**config.mk**
```make
export PLATFORM = sky130hd
export DESIGN_NAME = mem_access_ctrl
export DESIGN_NICKNAME = d
export VERILOG_FILES = /design/src/rtl/mem_access_ctrl.sv
export SDC_FILE = /design/constraint.sdc
export NUM_CORES = 1
export LEC_CHECK = 0
export CORE_MARGIN = 2
export CORE_UTILIZATION = 29
export CTS_CLUSTER_SIZE = 12
export DETAILED_ROUTE_END_ITERATION = 8
export PLACE_DENSITY_LB_ADDON = 0.25
export SETUP_SLACK_MARGIN = 0.4
export SLEW_MARGIN = 20
export SYNTH_ARGS = -nofsm -noshare
export SYNTH_HDL_FRONTEND = slang
export SYNTH_SLANG_ARGS = --single-unit
```
**constraint.sdc**
```tcl
create_clock -name clk -period 2 [get_ports clk]
set_clock_uncertainty 0.05 [all_clocks]
set_input_delay 0.2 -clock clk [delete_from_list [all_inputs] [get_ports clk]]
set_output_delay 0.2 -clock clk [all_outputs]
set_load 0.05 [all_outputs]
```
**src/rtl/mem_access_ctrl.sv**
```systemverilog
// Memory-stage access controller: runs one load/store at a time on a req/ack data bus,
// holds EX/MEM while the access is in flight, steers store lanes and extends loads.
module mem_access_ctrl (
  input  logic        clk,
  input  logic        rset,
  input  logic        valid_in,
  input  logic        mem_read,
  input  logic        mem_write,
  input  logic [1:0]  size,
  input  logic        sign_ext,
  input  logic [31:0] addr,
  input  logic [31:0] wdata,
  input  logic        flush,
  output logic        dreq,
  output logic        dwe,
  output logic [31:0] daddr,
  output logic [3:0]  dbe,
  output logic [31:0] dwdata,
  input  logic        dack,
  input  logic [31:0] drdata,
  output logic        pipe_en,
  output logic [31:0] load_data,
  output logic        load_valid,
  output logic        addr_err_load,
  output logic        addr_err_store,
  output logic [31:0] badvaddr
);

  localparam int unsigned DW  = 32;
  localparam int unsigned BEW = 4;

  localparam logic [1:0] IDLE = 2'd0;
  localparam logic [1:0] BUSY = 2'd1;
  localparam logic [1:0] RESP = 2'd2;

  localparam logic [1:0] SZ_BYTE = 2'd0;
  localparam logic [1:0] SZ_HALF = 2'd1;

  logic [1:0]     state_q, state_d;
  logic           dreq_q, dreq_d;
  logic           dwe_q, dwe_d;
  logic [DW-1:0]  daddr_q, daddr_d;
  logic [BEW-1:0] dbe_q, dbe_d;
  logic [DW-1:0]  dwdata_q, dwdata_d;
  logic [DW-1:0]  load_data_q, load_data_d;
  logic           load_valid_q, load_valid_d;
  logic           err_load_q, err_load_d;
  logic           err_store_q, err_store_d;
  logic [DW-1:0]  badvaddr_q, badvaddr_d;

  // Attributes of the in-flight access, needed to format the returning read data
  logic           op_read_q, op_read_d;
  logic [1:0]     op_size_q, op_size_d;
  logic [1:0]     op_lo_q, op_lo_d;
  logic           op_sext_q, op_sext_d;
  logic           flushed_q, flushed_d;

  logic           mem_op_c;
  logic           misaligned_c;
  logic           pipe_en_c;
  logic [BEW-1:0] st_be_c;
  logic [DW-1:0]  st_data_c;
  logic [7:0]     lane_byte_c;
  logic [15:0]    lane_half_c;
  logic [DW-1:0]  ld_ext_c;

  assign mem_op_c     = valid_in & (mem_read | mem_write) & ~flush;
  assign misaligned_c = ((size == SZ_HALF) & addr[0]) | (size[1] & (addr[1:0] != 2'b00));

  // Store lane steering; size encoding 3 falls through to word
  always_comb begin
    st_be_c   = 4'b1111;
    st_data_c = wdata;
    case (size)
      SZ_BYTE: begin
        st_be_c   = 4'b0001 << addr[1:0];
        st_data_c = {4{wdata[7:0]}};
      end
      SZ_HALF: begin
        st_be_c   = addr[1] ? 4'b1100 : 4'b0011;
        st_data_c = {2{wdata[15:0]}};
      end
      default: begin
        st_be_c   = 4'b1111;
        st_data_c = wdata;
      end
    endcase
  end

  // Load lane extraction and extension from the latched access attributes
  always_comb begin
    lane_byte_c = drdata[7:0];
    case (op_lo_q)
      2'd0:    lane_byte_c = drdata[7:0];
      2'd1:    lane_byte_c = drdata[15:8];
      2'd2:    lane_byte_c = drdata[23:16];
      default: lane_byte_c = drdata[31:24];
    endcase
    lane_half_c = op_lo_q[1] ? drdata[31:16] : drdata[15:0];
    case (op_size_q)
      SZ_BYTE: ld_ext_c = {{24{op_sext_q & lane_byte_c[7]}}, lane_byte_c};
      SZ_HALF: ld_ext_c = {{16{op_sext_q & lane_half_c[15]}}, lane_half_c};
      default: ld_ext_c = drdata;
    endcase
  end

  // Next-state and output decode
  always_comb begin
    state_d      = state_q;
    dreq_d       = dreq_q;
    dwe_d        = dwe_q;
    daddr_d      = daddr_q;
    dbe_d        = dbe_q;
    dwdata_d     = dwdata_q;
    load_data_d  = load_data_q;
    load_valid_d = 1'b0;
    err_load_d   = 1'b0;
    err_store_d  = 1'b0;
    badvaddr_d   = badvaddr_q;
    op_read_d    = op_read_q;
    op_size_d    = op_size_q;
    op_lo_d      = op_lo_q;
    op_sext_d    = op_sext_q;
    flushed_d    = flushed_q;
    pipe_en_c    = 1'b1;

    case (state_q)
      IDLE: begin
        if (mem_op_c) begin
          if (misaligned_c) begin
            err_load_d  = mem_read;
            err_store_d = mem_write;
            badvaddr_d  = addr;
          end else begin
            pipe_en_c = 1'b0;
            state_d   = BUSY;
            dreq_d    = 1'b1;
            dwe_d     = mem_write;
            daddr_d   = {addr[31:2], 2'b00};
            dbe_d     = mem_write ? st_be_c : 4'b0000;
            dwdata_d  = mem_write ? st_data_c : 32'h0;
            op_read_d = mem_read;
            op_size_d = size;
            op_lo_d   = addr[1:0];
            op_sext_d = sign_ext;
            flushed_d = 1'b0;
          end
        end
      end
      BUSY: begin
        // A flush cannot cancel the bus cycle; it only suppresses the load result
        pipe_en_c = 1'b0;
        flushed_d = flushed_q | flush;
        if (dack) begin
          dreq_d       = 1'b0;
          dwe_d        = 1'b0;
          dbe_d        = 4'b0000;
          load_data_d  = ld_ext_c;
          load_valid_d = op_read_q & ~(flushed_q | flush);
          state_d      = RESP;
        end
      end
      RESP: begin
        state_d = IDLE;
      end
      default: begin
        state_d = IDLE;
      end
    endcase
  end

  always_ff @(posedge clk or negedge rset) begin
    if (!rset) begin
      state_q      <= IDLE;
      dreq_q       <= 1'b0;
      dwe_q        <= 1'b0;
      daddr_q      <= '0;
      dbe_q        <= '0;
      dwdata_q     <= '0;
      load_data_q  <= '0;
      load_valid_q <= 1'b0;
      err_load_q   <= 1'b0;
      err_store_q  <= 1'b0;
      badvaddr_q   <= '0;
      op_read_q    <= 1'b0;
      op_size_q    <= 2'b00;
      op_lo_q      <= 2'b00;
      op_sext_q    <= 1'b0;
      flushed_q    <= 1'b0;
    end else begin
      state_q      <= state_d;
      dreq_q       <= dreq_d;
      dwe_q        <= dwe_d;
      daddr_q      <= daddr_d;
      dbe_q        <= dbe_d;
      dwdata_q     <= dwdata_d;
      load_data_q  <= load_data_d;
      load_valid_q <= load_valid_d;
      err_load_q   <= err_load_d;
      err_store_q  <= err_store_d;
      badvaddr_q   <= badvaddr_d;
      op_read_q    <= op_read_d;
      op_size_q    <= op_size_d;
      op_lo_q      <= op_lo_d;
      op_sext_q    <= op_sext_d;
      flushed_q    <= flushed_d;
    end
  end

  // The hold input must stay released while the block itself is held in reset
  assign pipe_en        = pipe_en_c | ~rset;
  assign dreq           = dreq_q;
  assign dwe            = dwe_q;
  assign daddr          = daddr_q;
  assign dbe            = dbe_q;
  assign dwdata         = dwdata_q;
  assign load_data      = load_data_q;
  assign load_valid     = load_valid_q;
  assign addr_err_load  = err_load_q;
  assign addr_err_store = err_store_q;
  assign badvaddr       = badvaddr_q;

endmodule

```
; Word-level counts from Yosys, hierarchy flattened
; Cells that the tools add are included.
[totals]
reg_bits = 144
latchBits = 0
mem_bits_rw = 0
romBits = 0
out_inout_bits = 138
mem_count = 0
[classes]
addsub = 0
multipliers = 0
n_div = 0
n_lt_le_gt_ge = 0
eq_ne = 8
shift = 1
mux = 37
bitwise = 15
n_reduce_logical = 12
[op_table]
columns = op, n
row1 = case mux 32 bit (2 select lines), 2
row2 = 2-to-1 mux 32 bit, 1
row3 = case mux 8 bit (3 select lines), 1
row4 = 2-to-1 mux 4 bit, 5
row5 = 2-to-1 mux 1 bit, 17
row6 = 2-to-1 mux 16 bit, 1
row7 = case mux 4 bit (2 select lines), 2
row8 = AND reduction 3 bit, 4
row9 = "equality test 2 x 1 -> 1 bit, second input constant", 4
row10 = zero test 2 bit, 4
row11 = case mux 1 bit (2 select lines), 4
row12 = bitwise AND 1 bit, 7
row13 = 2-to-1 mux 2 bit, 3
row14 = "!= test 2 bit, second input constant", 3
row15 = inverter 1 bit, 4
row16 = bitwise OR 1 bit, 4
row17 = case mux 2 bit (2 select lines), 1
row18 = AND reduction 4 bit, 1
row19 = nonzero test 2 bit, 2
row20 = "<< shifter 1 x 2 -> 4 bit, first input constant", 1
row21 = "equality test 2 bit, second input constant", 1
row22 = AND reduction 2 bit, 1

; Depth between registers and ports, before layout
[logic_depth]
word_depth = 7
ltp_mapped = 7

; Least setup slack after synthesis
; OpenSTA, ideal clock, no wires.
[synth_path]
path_kind = input to output
from = input port mem_write
to = output port pipe_en
t_arrival_ns = 2.197
required_ns = 1.750
path_slack_ns = -0.447
path_stages = 7
n_path_buf = 4
path_cell_list = buf_2 o21a_2 and2_1 buf_6 buf_12 buf_2 o21ai_0
[synth_between]
elab_chain_cells = 6
[synth_rtl]
columns = element, line_no
row1 = from (decl), 8  ; input logic mem_write,
row2 = bitwise OR 1 bit, 67  ; assign mem_op_c = valid_in & (mem_read | mem_write) & ~flush;
row3 = bitwise AND 1 bit (2 in series), 67
row4 = 2-to-1 mux 1 bit, 129  ; if (mem_op_c) begin
row5 = case mux 1 bit (2 select lines), 127  ; case (state_q)
row6 = bitwise OR 1 bit, 211  ; assign pipe_en = pipe_en_c | ~rset;
row7 = to (decl), 21  ; output logic pipe_en,
; No other way between the ends.

; Worst setup path after layout
[layout_path]
from = register state_q[0]
to = output port pipe_en
[layout_between]
elab_chain_cells = 3
[layout_rtl]
columns = element, line_no
row1 = from (decl), 39  ; logic [1:0] state_q, state_d;
row2 = from (signal assigned), 191  ; state_q <= state_d;
row3 = equality test 2 x 1 -> 1 bit or zero test 2 bit (tied branches), 127
row4 = case mux 1 bit (2 select lines) (*), 127
row5 = bitwise OR 1 bit (*), 211
; Mark *: on every way between the ends. The rest lies on a longest branch, timed or not.

==> results.json <==
{
  "critPathKind": "reg2out",
  "hold_violations": 0,
  "gp_congestion": 0.807,
  "min_period_ps": 2070,
  "drive_gt1_share_pct": 31.4,
  "numCtsBuffers": 17,
  "drt_iter0_drc": 205,
  "area_growth_pct": 59.4,
  "crit_path_max_incr_delay_ps": 420,
  "status": "finished, violations left",
  "synth-seq-area-share_pct": 54.7,
  "ant_nets": 0,
  "max_freq_mhz": 482,
  "synth-warning-count": 0,
  "start_util_pct": 29.4,
  "drt-total-wl_mm": 21.3,
  "firstDrtPassIters": 4,
  "cap_violations": 0,
  "grt_start_max_net_pins": 87,
  "die_area_um2": 23900,
  "crit_arrival_ps": 1820,
  "crit_fanout": 3,
  "syn_inst": 551,
  "core-area_um2": 22400,
  "holdCritPathClass": "in2async",
  "dp_hpwl_mm": 14.3,
  "std_cell_rows": 55,
  "worstPathBufferInverterCount": 2,
  "track_usage_pct": 17.6,
  "power_density_nw_per_um2": 1380,
  "grt-ovfl-total": 0,
  "rsz0062_at_grt": "true",
  "netlist_area_um2": 6590,
  "clockRootBuffer": "clkbuf_16",
  "fin_setup_tns_ps": -943,
  "io_pins": 244,
  "via_per_inst": 4.83,
  "io_buffers": 241,
  "dp_slack_ps": -190,
  "grt_pass1_vias": 5529,
  "synthDistinctLibCells": 43,
  "die_h_um": 155,
  "clk_latency_ps": 430,
  "clock_path_buffers": 2,
  "max_slew.worst_pin.slew_ps": 586,
  "drc": 0,
  "die_width_um": 155,
  "vias": 5472,
  "utilization_pct": 46.8,
  "ys_ff_latch": 144,
  "antenna_found_initial": 3,
  "syn_avg_cell_area_um2": 12.0,
  "clkTransAtPathRegs_ps": 70,
  "nNetsFinal": 939,
  "grt_pass1_wl_mm": 32.2,
  "start_kind": "flip-flop",
  "power.leakage_nw": 4.57,
  "cp_top_family": "simple AND/OR/NAND/NOR gates",
  "period_share_pct": 104,
  "tritoncts": "yes",
  "violations": "negative setup slack",
  "crit_required_ps": 1750,
  "htree_levels": 4,
  "wl_per_cell_um": 18.8,
  "setup_ws_ps": -74.2,
  "nFillCells": 2065,
  "worst_path_max_delay_cell": "dfrtp_1",
  "setup_viol": 29,
  "relSlewSlack_pct": 60.9,
  "critPathCaptureType": "primary output",
  "hold_slack_ps": 129,
  "path_cells": "nor4b_4, o21a_2, and2_4, buf_12, o21ai_4, buf_6",
  "slew_violations": 0,
  "ir_worst_vdd_mv": 0.635,
  "cts_sinks": 144
}
cell usage in the layout, fill, tap and decap left out, types with 29 or more instances in the layout:
master,count
dfrtp_1,141
mux2_2,70
buf_4,35
clkbuf_2,31
clkdlybuf4s50_1,104
clkdlybuf4s15_1,67
mux2i_1,39
nand2_1,38
dlygate4sd2_1,31
a21oi_1,29
path summary, 6_finish.rpt:
path	start	to	slack (ps)	cells past startpoint
setup / recovery	state_q[0]	pipe_en	-70	6
hold / removal	rset	load_data[29]	130	2
setup reg to reg	state_q[0]	op_size_q[1]	-50	6
hold reg to reg	flushed_q	load_valid	400	1
max in group asynchronous	rset	addr_err_load	940	3
min in group clk	dack	state_q[0]	340	3
power by group:
| part | internal, mW | switching, mW |
|---|---|---|
| Combinational | 2.26 | 4.70 |
| Sequential | 3.86 | 0.588 |
| Clock | 1.65 | 1.45 |
| Total | 7.76 | 6.74 |
layer usage:
| layer | share of wire, % | GRT usage, % |
|---|---|---|
| met2 | 48 | 28.7 |
| met3 | 7.8 | 5.94 |
| met1 | 42 | 21.8 |
| met4 | 2.2 | 6.39 |
| met5 | 0.056 | 0 |
metrics by stage:
stage | power (mW) | std cells | instance area (um^2)
finish | 14.5 | 1133 | 10500
detailed placement | 11.6 | 1068 | 9400
global route | 15.2 | 1132 | 10500
global placement | 11.5 | 1068 | 9400
floorplan | 8.91 | 552 | 6600
CTS | 14.3 | 1115 | 10200
synthesized netlist by cell type (all sizes together):
cell	instances	area share, %
o22ai	5	0.47
a31oi	1	0.095
nor3b	3	0.49
o21a	2	0.25
nor3	7	0.61
nor2	23	1.5
o21bai	1	0.11
o21ba	1	0.15
conb	1	0.057
inv	19	1.1
nand2	38	2.2
nand3	2	0.15
a21o	3	0.34
a21oi	31	2.4
clkinv	1	0.057
nor4b	2	0.36
mux2i	41	6.2
nor2b	11	1.0
a21boi	8	0.91
nand3b	3	0.34
and2	3	0.28
a211oi	6	0.68
mux2	89	15
nand2b	5	0.47
dfrtp	144	55
a221oi	8	1.1
o211ai	16	1.8
buf	21	2.8
o21ai	38	2.9
or2	1	0.095
clkbuf	17	0.97
cells by family (layout without fill, tap and decap cells):
kind of cell / count (synthesis) / in the layout / share of synthesized area (%)
other: 1 / 4 / 0.0569
buffers and inverters: 58 / 352 / 4.86
and+or+nand+nor: 98 / 98 / 7.49
DFF: 144 / 144 / 54.7
muxes: 130 / 130 / 21.7
AOI/OAI and AO/OA: 120 / 120 / 11.2
layout make-up:
| type | instances | area (um^2) | area share, % |
|---|---|---|---|
| Sequential cell | 144 | 3610 | 34.4 |
| Timing Repair Buffer | 300 | 2940 | 28.0 |
| Multi-Input combinational cell | 350 | 2940 | 28.0 |
| Clock buffer | 17 | 425 | 4.05 |
| Tap cell | 285 | 357 | 3.40 |
| Clock inverter | 15 | 146 | 1.39 |
| Inverter | 20 | 75.1 | 0.715 |
| Antenna cell | 2 | 5.00 | 0.0477 |
state kept, by name (all words and copies together), names as in the netlist:
| signal | flops |
|---|---|
| dwe | 1 |
| load_valid | 1 |
| op_lo_q | 2 |
| badvaddr | 32 |
| flushed_q | 1 |
| dbe | 4 |
| dwdata | 32 |
| state_q | 2 |
| op_read_q | 1 |
| op_sext_q | 1 |
| load_data | 32 |
| op_size_q | 2 |
| dreq | 1 |
| addr_err_store | 1 |
| daddr | 30 |
| addr_err_load | 1 |
what timing repair did:
item                       4_1_cts  5_1_grt
setup endpoints to repair      274      232
hold endpoints to repair        98        0
buffers inserted                10       13
hold buffers                     1        0
resized for setup              196      171
pin swaps                        4       22
gates cloned                     4        3
Note: power is estimated with default switching activity, not from simulation.
